[config.mk]
export PLATFORM = sky130hd
export DESIGN_NAME = bp_unit_param_flat
export DESIGN_NICKNAME = d
export VERILOG_FILES = /design/src/rtl/bp_pkg.sv /design/src/rtl/bp_unit_param_if.sv /design/src/rtl/bp_table.sv /design/src/rtl/bp_unit_param.sv /design/src/flat_wrapper.sv
export SDC_FILE = /design/constraint.sdc
export NUM_CORES = 2
export LEC_CHECK = 0
export CAP_MARGIN = 20
export CORE_MARGIN = 1
export CORE_UTILIZATION = 60
export CTS_CLUSTER_SIZE = 16
export DETAILED_ROUTE_END_ITERATION = 12
export PLACE_DENSITY = 0.77
export REMOVE_ABC_BUFFERS = 1
export SKIP_LAST_GASP = 1
export SYNTH_ARGS = -nofsm -noshare
export SYNTH_HDL_FRONTEND = slang
export SYNTH_SLANG_ARGS = --single-unit
[constraint.sdc]
create_clock -name clk -period 7.72 [get_ports clk]
set_clock_uncertainty 0.15 [all_clocks]
set_input_delay 0.772 -clock clk [delete_from_list [all_inputs] [get_ports clk]]
set_output_delay 0.772 -clock clk [all_outputs]
set_load 0.1 [all_outputs]
[src/rtl/bp_pkg.sv]
// Shared types and helpers for the branch prediction unit: FSM state,
// counter init value, and the table index / BTB tag extraction functions.
package bp_pkg;

    typedef enum logic {
        INIT,
        READY
    } bp_state_e;

    // Weakly not-taken: one below the counter midpoint.
    function automatic int ctr_init(input int cnt_w);
        return (1 << (cnt_w - 1)) - 1;
    endfunction

    // Word-aligned PC bits select the entry; gshare folds history in.
    function automatic logic [31:0] bp_index(
        input logic [63:0] pc,
        input logic [31:0] hist,
        input int          mode,
        input int          idx_w
    );
        logic [31:0] base;
        base = 32'(pc >> 2) & ((32'd1 << idx_w) - 32'd1);
        return (mode == 1) ? (base ^ hist) : base;
    endfunction

    function automatic logic [31:0] bp_tag(
        input logic [63:0] pc,
        input int          idx_w,
        input int          tag_w
    );
        return 32'(pc >> (idx_w + 2)) & ((32'd1 << tag_w) - 32'd1);
    endfunction

endpackage

[src/rtl/bp_unit_param_if.sv]
// Fetch-lookup and resolve-update bundle of the branch predictor.
// master: pipeline side (drives lookup/update); slave: predictor.
interface bp_unit_param_if #(
    parameter int XLEN  = 32,
    parameter int GHR_W = 6
);
    logic             lookup_valid;
    logic [XLEN-1:0]  lookup_pc;
    logic             pred_hit;
    logic             pred_taken;
    logic [XLEN-1:0]  pred_target;
    logic [GHR_W-1:0] pred_ghr;
    logic             upd_valid;
    logic [XLEN-1:0]  upd_pc;
    logic             upd_taken;
    logic [XLEN-1:0]  upd_target;
    logic             upd_mispredict;
    logic [GHR_W-1:0] upd_ghr;

    modport master (
        output lookup_valid, lookup_pc,
        output upd_valid, upd_pc, upd_taken,
        output upd_target, upd_mispredict, upd_ghr,
        input  pred_hit, pred_taken, pred_target, pred_ghr
    );

    modport slave (
        input  lookup_valid, lookup_pc,
        input  upd_valid, upd_pc, upd_taken,
        input  upd_target, upd_mispredict, upd_ghr,
        output pred_hit, pred_taken, pred_target, pred_ghr
    );
endinterface

[src/rtl/bp_table.sv]
// BHT counters plus BTB valid/tag/target storage.
// Ports: lookup read (counter idx + BTB idx), update-index counter read,
// one write port split into counter and BTB enables.
module bp_table #(
    parameter int XLEN    = 32,
    parameter int ENTRIES = 64,
    parameter int CNT_W   = 2,
    parameter int TAG_W   = 8,
    parameter int IDX_W   = 6
) (
    input  logic             clk,
    input  logic [IDX_W-1:0] lk_cidx,
    input  logic [IDX_W-1:0] lk_bidx,
    output logic [CNT_W-1:0] lk_cnt,
    output logic             lk_valid,
    output logic [TAG_W-1:0] lk_tag,
    output logic [XLEN-1:0]  lk_target,
    input  logic [IDX_W-1:0] up_cidx,
    output logic [CNT_W-1:0] up_cnt,
    input  logic             ctr_we,
    input  logic [IDX_W-1:0] ctr_widx,
    input  logic [CNT_W-1:0] ctr_wdata,
    input  logic             btb_we,
    input  logic [IDX_W-1:0] btb_widx,
    input  logic             btb_wvalid,
    input  logic [TAG_W-1:0] btb_wtag,
    input  logic [XLEN-1:0]  btb_wtarget
);

    logic [CNT_W-1:0] cnt_mem [ENTRIES];
    logic             val_mem [ENTRIES];
    logic [TAG_W-1:0] tag_mem [ENTRIES];
    logic [XLEN-1:0]  tgt_mem [ENTRIES];

    assign lk_cnt    = cnt_mem[lk_cidx];
    assign lk_valid  = val_mem[lk_bidx];
    assign lk_tag    = tag_mem[lk_bidx];
    assign lk_target = tgt_mem[lk_bidx];
    assign up_cnt    = cnt_mem[up_cidx];

    // Contents are established by the init sweep, not by reset.
    always_ff @(posedge clk) begin
        if (ctr_we) begin
            cnt_mem[ctr_widx] <= ctr_wdata;
        end
        if (btb_we) begin
            val_mem[btb_widx] <= btb_wvalid;
            tag_mem[btb_widx] <= btb_wtag;
            tgt_mem[btb_widx] <= btb_wtarget;
        end
    end

endmodule

[src/rtl/bp_unit_param.sv]
// Branch predictor: saturating-counter BHT + tagged BTB, bimodal/gshare,
// speculative history with recovery. Ports: clk, rst_n, ready, bus (slave).
// Optional BP_STATS_EN adds stat_lookups/stat_updates/stat_mispred.
module bp_unit_param
    import bp_pkg::*;
#(
    parameter int XLEN    = 32,
    parameter int ENTRIES = 64,
    parameter int CNT_W   = 2,
    parameter int TAG_W   = 8,
    parameter int GHR_W   = 6,
    parameter int MODE    = 0
) (
    input  logic        clk,
    input  logic        rst_n,
    output logic        ready,
`ifdef BP_STATS_EN
    output logic [31:0] stat_lookups,
    output logic [31:0] stat_updates,
    output logic [31:0] stat_mispred,
`endif
    bp_unit_param_if.slave bus
);

    localparam int IDX_W = $clog2(ENTRIES);
    localparam logic [CNT_W-1:0] CNT_INIT = CNT_W'(ctr_init(CNT_W));
    localparam logic [CNT_W-1:0] CNT_MAX  = '1;
    localparam logic [IDX_W-1:0] LAST_IDX = IDX_W'(ENTRIES - 1);

    bp_state_e        state_q, state_d;
    logic [IDX_W-1:0] init_idx;
    logic [GHR_W-1:0] ghr, ghr_d;

    logic [IDX_W-1:0] lk_base, lk_idx, up_base, up_idx;
    logic [TAG_W-1:0] lk_tag, up_tag, rd_tag;
    logic [CNT_W-1:0] rd_cnt, up_cnt, ctr_next;
    logic             rd_valid;
    logic [XLEN-1:0]  rd_target;

    logic             ctr_we, btb_we, btb_wvalid;
    logic [IDX_W-1:0] ctr_widx, btb_widx;
    logic [CNT_W-1:0] ctr_wdata;
    logic             upd_go;

    assign lk_base = IDX_W'(bp_index(64'(bus.lookup_pc), 32'd0, 0, IDX_W));
    assign lk_idx  = IDX_W'(bp_index(64'(bus.lookup_pc), 32'(ghr), MODE, IDX_W));
    assign lk_tag  = TAG_W'(bp_tag(64'(bus.lookup_pc), IDX_W, TAG_W));
    assign up_base = IDX_W'(bp_index(64'(bus.upd_pc), 32'd0, 0, IDX_W));
    assign up_idx  = IDX_W'(bp_index(64'(bus.upd_pc), 32'(bus.upd_ghr), MODE, IDX_W));
    assign up_tag  = TAG_W'(bp_tag(64'(bus.upd_pc), IDX_W, TAG_W));

    bp_table #(
        .XLEN(XLEN), .ENTRIES(ENTRIES), .CNT_W(CNT_W),
        .TAG_W(TAG_W), .IDX_W(IDX_W)
    ) u_table (
        .clk        (clk),
        .lk_cidx    (lk_idx),
        .lk_bidx    (lk_base),
        .lk_cnt     (rd_cnt),
        .lk_valid   (rd_valid),
        .lk_tag     (rd_tag),
        .lk_target  (rd_target),
        .up_cidx    (up_idx),
        .up_cnt     (up_cnt),
        .ctr_we     (ctr_we),
        .ctr_widx   (ctr_widx),
        .ctr_wdata  (ctr_wdata),
        .btb_we     (btb_we),
        .btb_widx   (btb_widx),
        .btb_wvalid (btb_wvalid),
        .btb_wtag   (up_tag),
        .btb_wtarget(bus.upd_target)
    );

    assign ready  = (state_q == READY);
    assign upd_go = ready && bus.upd_valid;

    // Outputs held at their reset values until the sweep completes.
    assign bus.pred_hit    = ready && rd_valid && (rd_tag == lk_tag);
    assign bus.pred_taken  = bus.pred_hit && rd_cnt[CNT_W-1];
    assign bus.pred_target = bus.pred_taken ? rd_target
                                            : bus.lookup_pc + XLEN'(4);
    assign bus.pred_ghr    = ghr;

    always_comb begin
        ctr_next = up_cnt;
        if (bus.upd_taken) begin
            if (up_cnt != CNT_MAX) ctr_next = up_cnt + CNT_W'(1);
        end else begin
            if (up_cnt != '0) ctr_next = up_cnt - CNT_W'(1);
        end
    end

    // Single write port: the init sweep owns it until READY.
    always_comb begin
        ctr_we     = 1'b0;
        ctr_widx   = up_idx;
        ctr_wdata  = ctr_next;
        btb_we     = 1'b0;
        btb_widx   = up_base;
        btb_wvalid = 1'b1;
        if (!ready) begin
            ctr_we     = 1'b1;
            ctr_widx   = init_idx;
            ctr_wdata  = CNT_INIT;
            btb_we     = 1'b1;
            btb_widx   = init_idx;
            btb_wvalid = 1'b0;
        end else if (bus.upd_valid) begin
            ctr_we = 1'b1;
            btb_we = bus.upd_taken;
        end
    end

    always_comb begin
        state_d = state_q;
        unique case (state_q)
            INIT:    if (init_idx == LAST_IDX) state_d = READY;
            READY:   state_d = READY;
            default: state_d = INIT;
        endcase
    end

    // Mispredict recovery overrides the speculative shift.
    always_comb begin
        ghr_d = ghr;
        if (upd_go && bus.upd_mispredict) begin
            ghr_d = GHR_W'({bus.upd_ghr, bus.upd_taken});
        end else if (ready && bus.lookup_valid && bus.pred_hit) begin
            ghr_d = GHR_W'({ghr, bus.pred_taken});
        end
    end

    always_ff @(posedge clk or negedge rst_n) begin
        if (!rst_n) begin
            state_q  <= INIT;
            init_idx <= '0;
            ghr      <= '0;
        end else begin
            state_q <= state_d;
            ghr     <= ghr_d;
            if (!ready) init_idx <= init_idx + IDX_W'(1);
        end
    end

`ifdef BP_STATS_EN
    always_ff @(posedge clk or negedge rst_n) begin
        if (!rst_n) begin
            stat_lookups <= '0;
            stat_updates <= '0;
            stat_mispred <= '0;
        end else if (ready) begin
            if (bus.lookup_valid) stat_lookups <= stat_lookups + 32'd1;
            if (bus.upd_valid) begin
                stat_updates <= stat_updates + 32'd1;
                if (bus.upd_mispredict) stat_mispred <= stat_mispred + 32'd1;
            end
        end
    end
`endif

endmodule

[src/flat_wrapper.sv]
// flat-port wrapper written by rule: the top's interface ports become plain ports
module bp_unit_param_flat import bp_pkg::*;
#(
    parameter int XLEN    = 32,
    parameter int ENTRIES = 64,
    parameter int CNT_W   = 2,
    parameter int TAG_W   = 8,
    parameter int GHR_W   = 6,
    parameter int MODE    = 0
)
  (clk, rst_n, ready, bus_lookup_valid, bus_lookup_pc, bus_upd_valid, bus_upd_pc, bus_upd_taken, bus_upd_target, bus_upd_mispredict, bus_upd_ghr, bus_pred_hit, bus_pred_taken, bus_pred_target, bus_pred_ghr);
  bp_unit_param_if #(.XLEN(XLEN), .GHR_W(GHR_W)) bus_i ();
  input  logic clk;
  input  logic rst_n;
  output logic ready;
  input wire logic [$bits(bus_i.lookup_valid)-1:0] bus_lookup_valid;
  input wire logic [$bits(bus_i.lookup_pc)-1:0] bus_lookup_pc;
  input wire logic [$bits(bus_i.upd_valid)-1:0] bus_upd_valid;
  input wire logic [$bits(bus_i.upd_pc)-1:0] bus_upd_pc;
  input wire logic [$bits(bus_i.upd_taken)-1:0] bus_upd_taken;
  input wire logic [$bits(bus_i.upd_target)-1:0] bus_upd_target;
  input wire logic [$bits(bus_i.upd_mispredict)-1:0] bus_upd_mispredict;
  input wire logic [$bits(bus_i.upd_ghr)-1:0] bus_upd_ghr;
  output wire logic [$bits(bus_i.pred_hit)-1:0] bus_pred_hit;
  output wire logic [$bits(bus_i.pred_taken)-1:0] bus_pred_taken;
  output wire logic [$bits(bus_i.pred_target)-1:0] bus_pred_target;
  output wire logic [$bits(bus_i.pred_ghr)-1:0] bus_pred_ghr;
  assign bus_i.lookup_valid = bus_lookup_valid;
  assign bus_i.lookup_pc = bus_lookup_pc;
  assign bus_i.upd_valid = bus_upd_valid;
  assign bus_i.upd_pc = bus_upd_pc;
  assign bus_i.upd_taken = bus_upd_taken;
  assign bus_i.upd_target = bus_upd_target;
  assign bus_i.upd_mispredict = bus_upd_mispredict;
  assign bus_i.upd_ghr = bus_upd_ghr;
  assign bus_pred_hit = bus_i.pred_hit;
  assign bus_pred_taken = bus_i.pred_taken;
  assign bus_pred_target = bus_i.pred_target;
  assign bus_pred_ghr = bus_i.pred_ghr;
  bp_unit_param #(.XLEN(XLEN), .ENTRIES(ENTRIES), .CNT_W(CNT_W), .TAG_W(TAG_W), .GHR_W(GHR_W), .MODE(MODE)) u_core (.clk(clk), .rst_n(rst_n), .ready(ready), .bus(bus_i));
endmodule
Word level (Yosys, flattened, before mapping)
Memory sizes are Yosys's and may differ from the RTL's.
Index checks and enable logic that the tools add are counted.
{"block": "classes", "bitwise": 1, "n_eq_ne": 3, "muxes": 19, "reduce_logical": 9, "n_addsub": 4}
{"operator": "32-bit by 3-bit adder with 32-bit output, second input constant", "n": 1}
{"operator": "32-bit 2-to-1 mux", "n": 1}
{"operator": "6-bit 2-to-1 mux", "n": 3}
{"operator": "1-bit 2-to-1 mux", "n": 10}
{"operator": "8-bit == test", "n": 1}
{"operator": "2-bit 2-to-1 mux", "n": 4}
{"operator": "1-bit logical AND", "n": 7}
{"operator": "6-bit by 1-bit adder with 6-bit output, second input constant", "n": 1}
{"operator": "6-bit == test, second input constant", "n": 1}
{"operator": "2-bit nonzero test", "n": 2}
{"operator": "2-bit by 1-bit adder with 2-bit output, second input constant", "n": 1}
{"operator": "2-bit inequality test, second input constant", "n": 1}
{"operator": "1-bit one-hot mux with 2 select lines", "n": 1}
{"operator": "2-bit by 1-bit subtractor with 2-bit output, second input constant", "n": 1}
{"operator": "1-bit NOT", "n": 1}
{"block": "word_totals", "mem_bits_rw": 2752, "in_bits": 108, "wordCells": 43, "out_inout_bits": 41, "memories": 4, "regBits": 13}
{"memory": "u_core.u_table.tgt_mem", "depth": 64, "width": 32, "read_ports": 1, "rd_clocked_by_memory_dff": 0, "write_ports": 1, "line": "bp_table.sv:33", "source": "logic [XLEN-1:0] tgt_mem [ENTRIES];"}
{"memory": "u_core.u_table.tag_mem", "depth": 64, "width": 8, "read_ports": 1, "rd_clocked_by_memory_dff": 0, "write_ports": 1, "line": "bp_table.sv:32", "source": "logic [TAG_W-1:0] tag_mem [ENTRIES];"}
{"memory": "u_core.u_table.cnt_mem", "depth": 64, "width": 2, "read_ports": 2, "rd_clocked_by_memory_dff": 0, "write_ports": 1, "line": "bp_table.sv:30", "source": "logic [CNT_W-1:0] cnt_mem [ENTRIES];"}
{"memory": "u_core.u_table.val_mem", "depth": 64, "width": 1, "read_ports": 1, "rd_clocked_by_memory_dff": 0, "write_ports": 1, "line": "bp_table.sv:31", "source": "logic val_mem [ENTRIES];"}

Longest topological paths before layout
An unclocked memory read counts as a cell.
{"block": "logic_depth", "ltp_word": 6, "mapped_depth": 15}

Hierarchy
From an unflattened synthesis, not the netlist that was laid out.
{"block": "unflattened", "hier_cells": 4616, "area_unflattened_um2": 107839.7}
{"module": "bp_table", "area_per_inst_um2": 106164.3, "cells_each": 4389, "instances": 1, "seq_area_each_um2": 82639.3}
{"module": "bp_unit_param", "area_per_inst_um2": 1675.4, "cells_each": 227, "instances": 1, "seq_area_each_um2": 325.3}

Worst setup path after synthesis
Ideal clock, no wire load.
{"block": "synth_timing", "path_type": "input to register", "start": "input port bus_upd_pc[2]", "end": "memory u_core.u_table.cnt_mem[0][0], data pin", "stages": 7, "arrival_time_ns": 5.774, "path_slack_ns": 1.094, "t_required_ns": 6.868, "setup_time_ns": 0.702, "cell_sequence": "clkbuf_1 buf_1 mux4_2 mux4_2 mux4_2 and2_1 o21ai_0"}
{"block": "synth_between", "elab_chain_len": 5}
{"element": "start, declared", "line": "flat_wrapper.sv:19", "source": "input wire logic [$bits(bus_i.upd_pc)-1:0] bus_upd_pc;"}
{"element": "memory read 64 x 2 bit (*)"}
{"element": "2-bit by 1-bit subtractor with 2-bit output (tied with other cells)", "line": "bp_unit_param.sv:90", "source": "if (up_cnt != '0) ctr_next = up_cnt - CNT_W'(1);"}
{"element": "2-bit 2-to-1 mux, on equally long branches", "line": "bp_unit_param.sv:90, bp_unit_param.sv:88"}
{"element": "2-bit 2-to-1 mux (*)", "line": "bp_unit_param.sv:87", "source": "if (bus.upd_taken) begin"}
{"element": "2-bit 2-to-1 mux (*)", "line": "bp_unit_param.sv:102", "source": "if (!ready) begin"}
{"element": "named net u_core.ctr_wdata[0]", "line": "bp_unit_param.sv:42", "source": "logic [CNT_W-1:0] ctr_wdata;"}
{"element": "end, declared", "line": "bp_table.sv:30"}
The timed path passes the listed nets; every way through them passes the cells marked *.

Worst setup path after layout
{"block": "layout_timing", "start": "input port bus_lookup_pc[6]", "end": "output port bus_pred_target[27]"}
{"block": "layout_between", "elab_chain_len": 5}
{"element": "start, declared", "line": "flat_wrapper.sv:17", "source": "input wire logic [$bits(bus_i.lookup_pc)-1:0] bus_lookup_pc;"}
{"element": "memory read 64 x 8 bit / memory read 64 x 1 bit (equally long branches)"}
{"element": "8-bit == test / 1-bit logical AND (equally long branches)", "line": "bp_unit_param.sv:79", "source": "assign bus.pred_hit = ready && rd_valid && (rd_tag == lk_tag);"}
{"element": "1-bit logical AND", "line": "bp_unit_param.sv:79"}
{"element": "1-bit logical AND", "line": "bp_unit_param.sv:80", "source": "assign bus.pred_taken = bus.pred_hit && rd_cnt[CNT_W-1];"}
{"element": "32-bit 2-to-1 mux (*)", "line": "bp_unit_param.sv:81", "source": "assign bus.pred_target = bus.pred_taken ? rd_target"}
{"element": "end, declared", "line": "flat_wrapper.sv:26", "source": "output wire logic [$bits(bus_i.pred_target)-1:0] bus_pred_target;"}
Every way passes the cells marked *; elsewhere a longest branch is shown, timed or not.

==> results.ini <==
[status]
status=finished clean

[timing]
slew_violations=0
slew-limit-headroom_pct=13.7
finalHoldViolations=0
setup_ws_ns=1.32
fmax_mhz=156
finalSetupTns_ns=0
finalSetupViolCount=0
rsz0062_at_grt=false
post-route-period-util_pct=82.9
period_minus_slack_ns=6.40
worst_slew_pin_slew_ns=1.30

[critical_path]
critPathMaxStageDelay_ns=0.68
worstPathCellList=buf_4 -> clkinv_1 -> buf_4 -> nor2_1 -> buf_4 -> nand2_1 -> and3_1 -> mux2i_1 -> nand4_1 -> nor2_1 -> nand3_4 -> buf_12 -> mux2_4 -> buf_12
worstPathMaxFanout=43
timing.critical_path.mode_cell=buf_4
worst-path-buf-inv=6
critPathSlowestCell=buf_4
critPathRequiredTime_ns=6.80
critPathTopFamily=buffers and inverters
critPathArrivalTime_ns=5.48
crit_type=in2out
end_kind=output port
start_kind=input port

[routing]
remaining_drc_errors=0
num_vias=54500
initialDrtViolationCount=9419
dr.pass1.iters=6
wl_per_cell_um=40.9
ant_nets=0
viasPerCell=7.36
drt-total-wl_mm=302

[pwr]
p_leak_nw=37.4
powerDensity_mw_per_mm2=255
irDropWorstVdd_v=0.000180

[place]
place_hpwl_mm=151
port_buffers=129
place_ws_ns=1.44
gp_congestion=0.826

[clock_network]
path_clk_slew_ns=0.06
cts_sinks=2765
cts_buffers=285
post_cts_buffers=0
root_buffer=clkbuf_16
insertion_delay_ns=0.95
cts_tree=yes
cts_resized=0
clockBufferDepth=4
htreeDepth=5
holdBufCountCts=0

[global_route]
grt_pass1_vias=54800
track_usage_pct=33.7
grt_pass1_wl_mm=415
antenna_found_initial=15
overflow=0
grt_max_degree=127

[finish]
utilization_pct=68.1
nets=4953
final_layout_size_suffix_gt1_share_pct=31.8
syn_to_final_growth_pct=12.9

[floorplanning]
start_util_pct=60.3
num_io_pins=149
die-area_mm2=0.181
die_y_um=425
core_area_mm2=0.178
fp-row-count=155
die_w_um=425

[synth]
synth_most_common_cell=edfxtp_1
synth_common_cells=2,752 x edfxtp_1, 864 x mux4_2, 161 x nor2_1
syn_area_mm2=0.108
synth_edf_count=2752
synthAdderAreaFrac_pct=0.0233
muxShareOfSynthArea_pct=19.1
synth_compound_area_share_pct=0.650
synthSimpleGateAreaFrac_pct=1.61
ys.flop_type=edfxtp_1
ys_ff_latch=2765
syn_inst=4472
syn_avg_cell_area_um2=24.0
yosys_warnings=0
synth.largest_area_cell=edfxtp_1
synth_cell_type_count=59
synth_xor_area_share_pct=0.310
ys_seq_area_share_pct=77.2
synth_top_family_by_area=multiplexers
async_reset_ff_share_pct=0.470
yosys-top-cells-area=edfxtp_1 77%, mux4_2 18%, buf_2 0.58%, nor2_1 0.56%, mux2i_1 0.44%
synth_top_cell_area_share_pct=76.9

[job]
cap_viol_max_count=0

[worst_hold_path]
min_path_type=in2async

routing by layer:
metal | up-vias | share of wire (%) | GRT usage, %
li1 | 20000 | - | -
met1 | 28500 | 33 | 44.4
met2 | 5031 | 48 | 52.8
met3 | 962 | 14 | 9.24
met4 | 18 | 5.6 | 16.3
met5 | - | 0.043 | 0
kinds of logic (layout without fill, tap and decap cells):
logic type | Yosys count | after routing
mux | 953 | 953
fa+ha+maj | 2 | 2
other cells | 0 | 5
buf+inv | 250 | 814
flops | 2765 | 2765
compound gates | 95 | 95
xor+xnor | 38 | 38
simple gates | 369 | 369
area by class of cell:
type,count,area (um^2)
Timing Repair Buffer,324,3160
Inverter,10,40.0
Multi-Input combinational cell,1457,23800
Antenna cell,5,12.5
Fill cell,10000,56800
Tap cell,2355,2950
Clock buffer,350,7490
Clock inverter,130,1030
Sequential cell,2765,83000
flip-flops by register name, summed over array words and instances (netlist names):
register                flops
u_core.bus.pred_ghr         6
u_core.init_idx             6
u_core.ready                1
u_core.u_table.cnt_mem    128
u_core.u_table.tag_mem    512
u_core.u_table.tgt_mem   2048
u_core.u_table.val_mem     64
report_power, final:
group | leakage [nW] | switching [mW] | internal [mW]
Sequential | 24.6 | 0.00408 | 16.5
Combinational | 8.66 | 0.818 | 0.604
Clock | 4.14 | 5.62 | 7.37
Total | 37.4 | 6.44 | 24.5
worst paths after layout:
check | start | to | slack, ns | cells past startpoint
setup / recovery | bus_lookup_pc[6] | bus_pred_target[27] | 1.32 | 14
hold / removal | rst_n | u_core.bus.pred_ghr[3] | 0.06 | 1
setup reg to reg | u_core.ready | u_core.u_table.tag_mem[58][4] | 3.04 | 4
hold reg to reg | u_core.init_idx[0] | u_core.init_idx[0] | 0.34 | 1
max in group asynchronous | rst_n | u_core.init_idx[0] | 6.91 | 1
min in group clk | bus_upd_ghr[2] | u_core.bus.pred_ghr[3] | 0.24 | 3
layout by cell type, fill, tap and decap left out, drive strengths merged, types with 15 or more instances in the layout:
master | netlist | routed
bufinv | 0 | 15
nor2b | 16 | 16
buf | 180 | 258
edfxtp | 2752 | 2752
clkbuf | 60 | 350
clkdlybuf4s50 | 0 | 66
inv | 9 | 17
nand3 | 52 | 52
nand2 | 73 | 73
a22oi | 24 | 24
nor2 | 161 | 161
mux2i | 47 | 47
mux4 | 864 | 864
clkinv | 1 | 96
nand4 | 17 | 17
mux2 | 42 | 42
xnor2 | 25 | 25
through the flow:
stage / hold slack, ns / power [mW] / cell area (um^2) / cells
6_report: 0.0639 / 30.9 / 121000 / 7396
5_1_grt: 0.0928 / 31.5 / 121000 / 7394
4_1_cts: 0.0454 / 31.0 / 121000 / 7390
3_5_place_dp: 0.333 / 18.2 / 113000 / 6910
3_3_place_gp: 0.322 / 18.2 / 113000 / 6909
2_1_floorplan: 0.308 / 17.5 / 106000 / 4232
No activity file was read; power rests on OpenSTA's default activity.
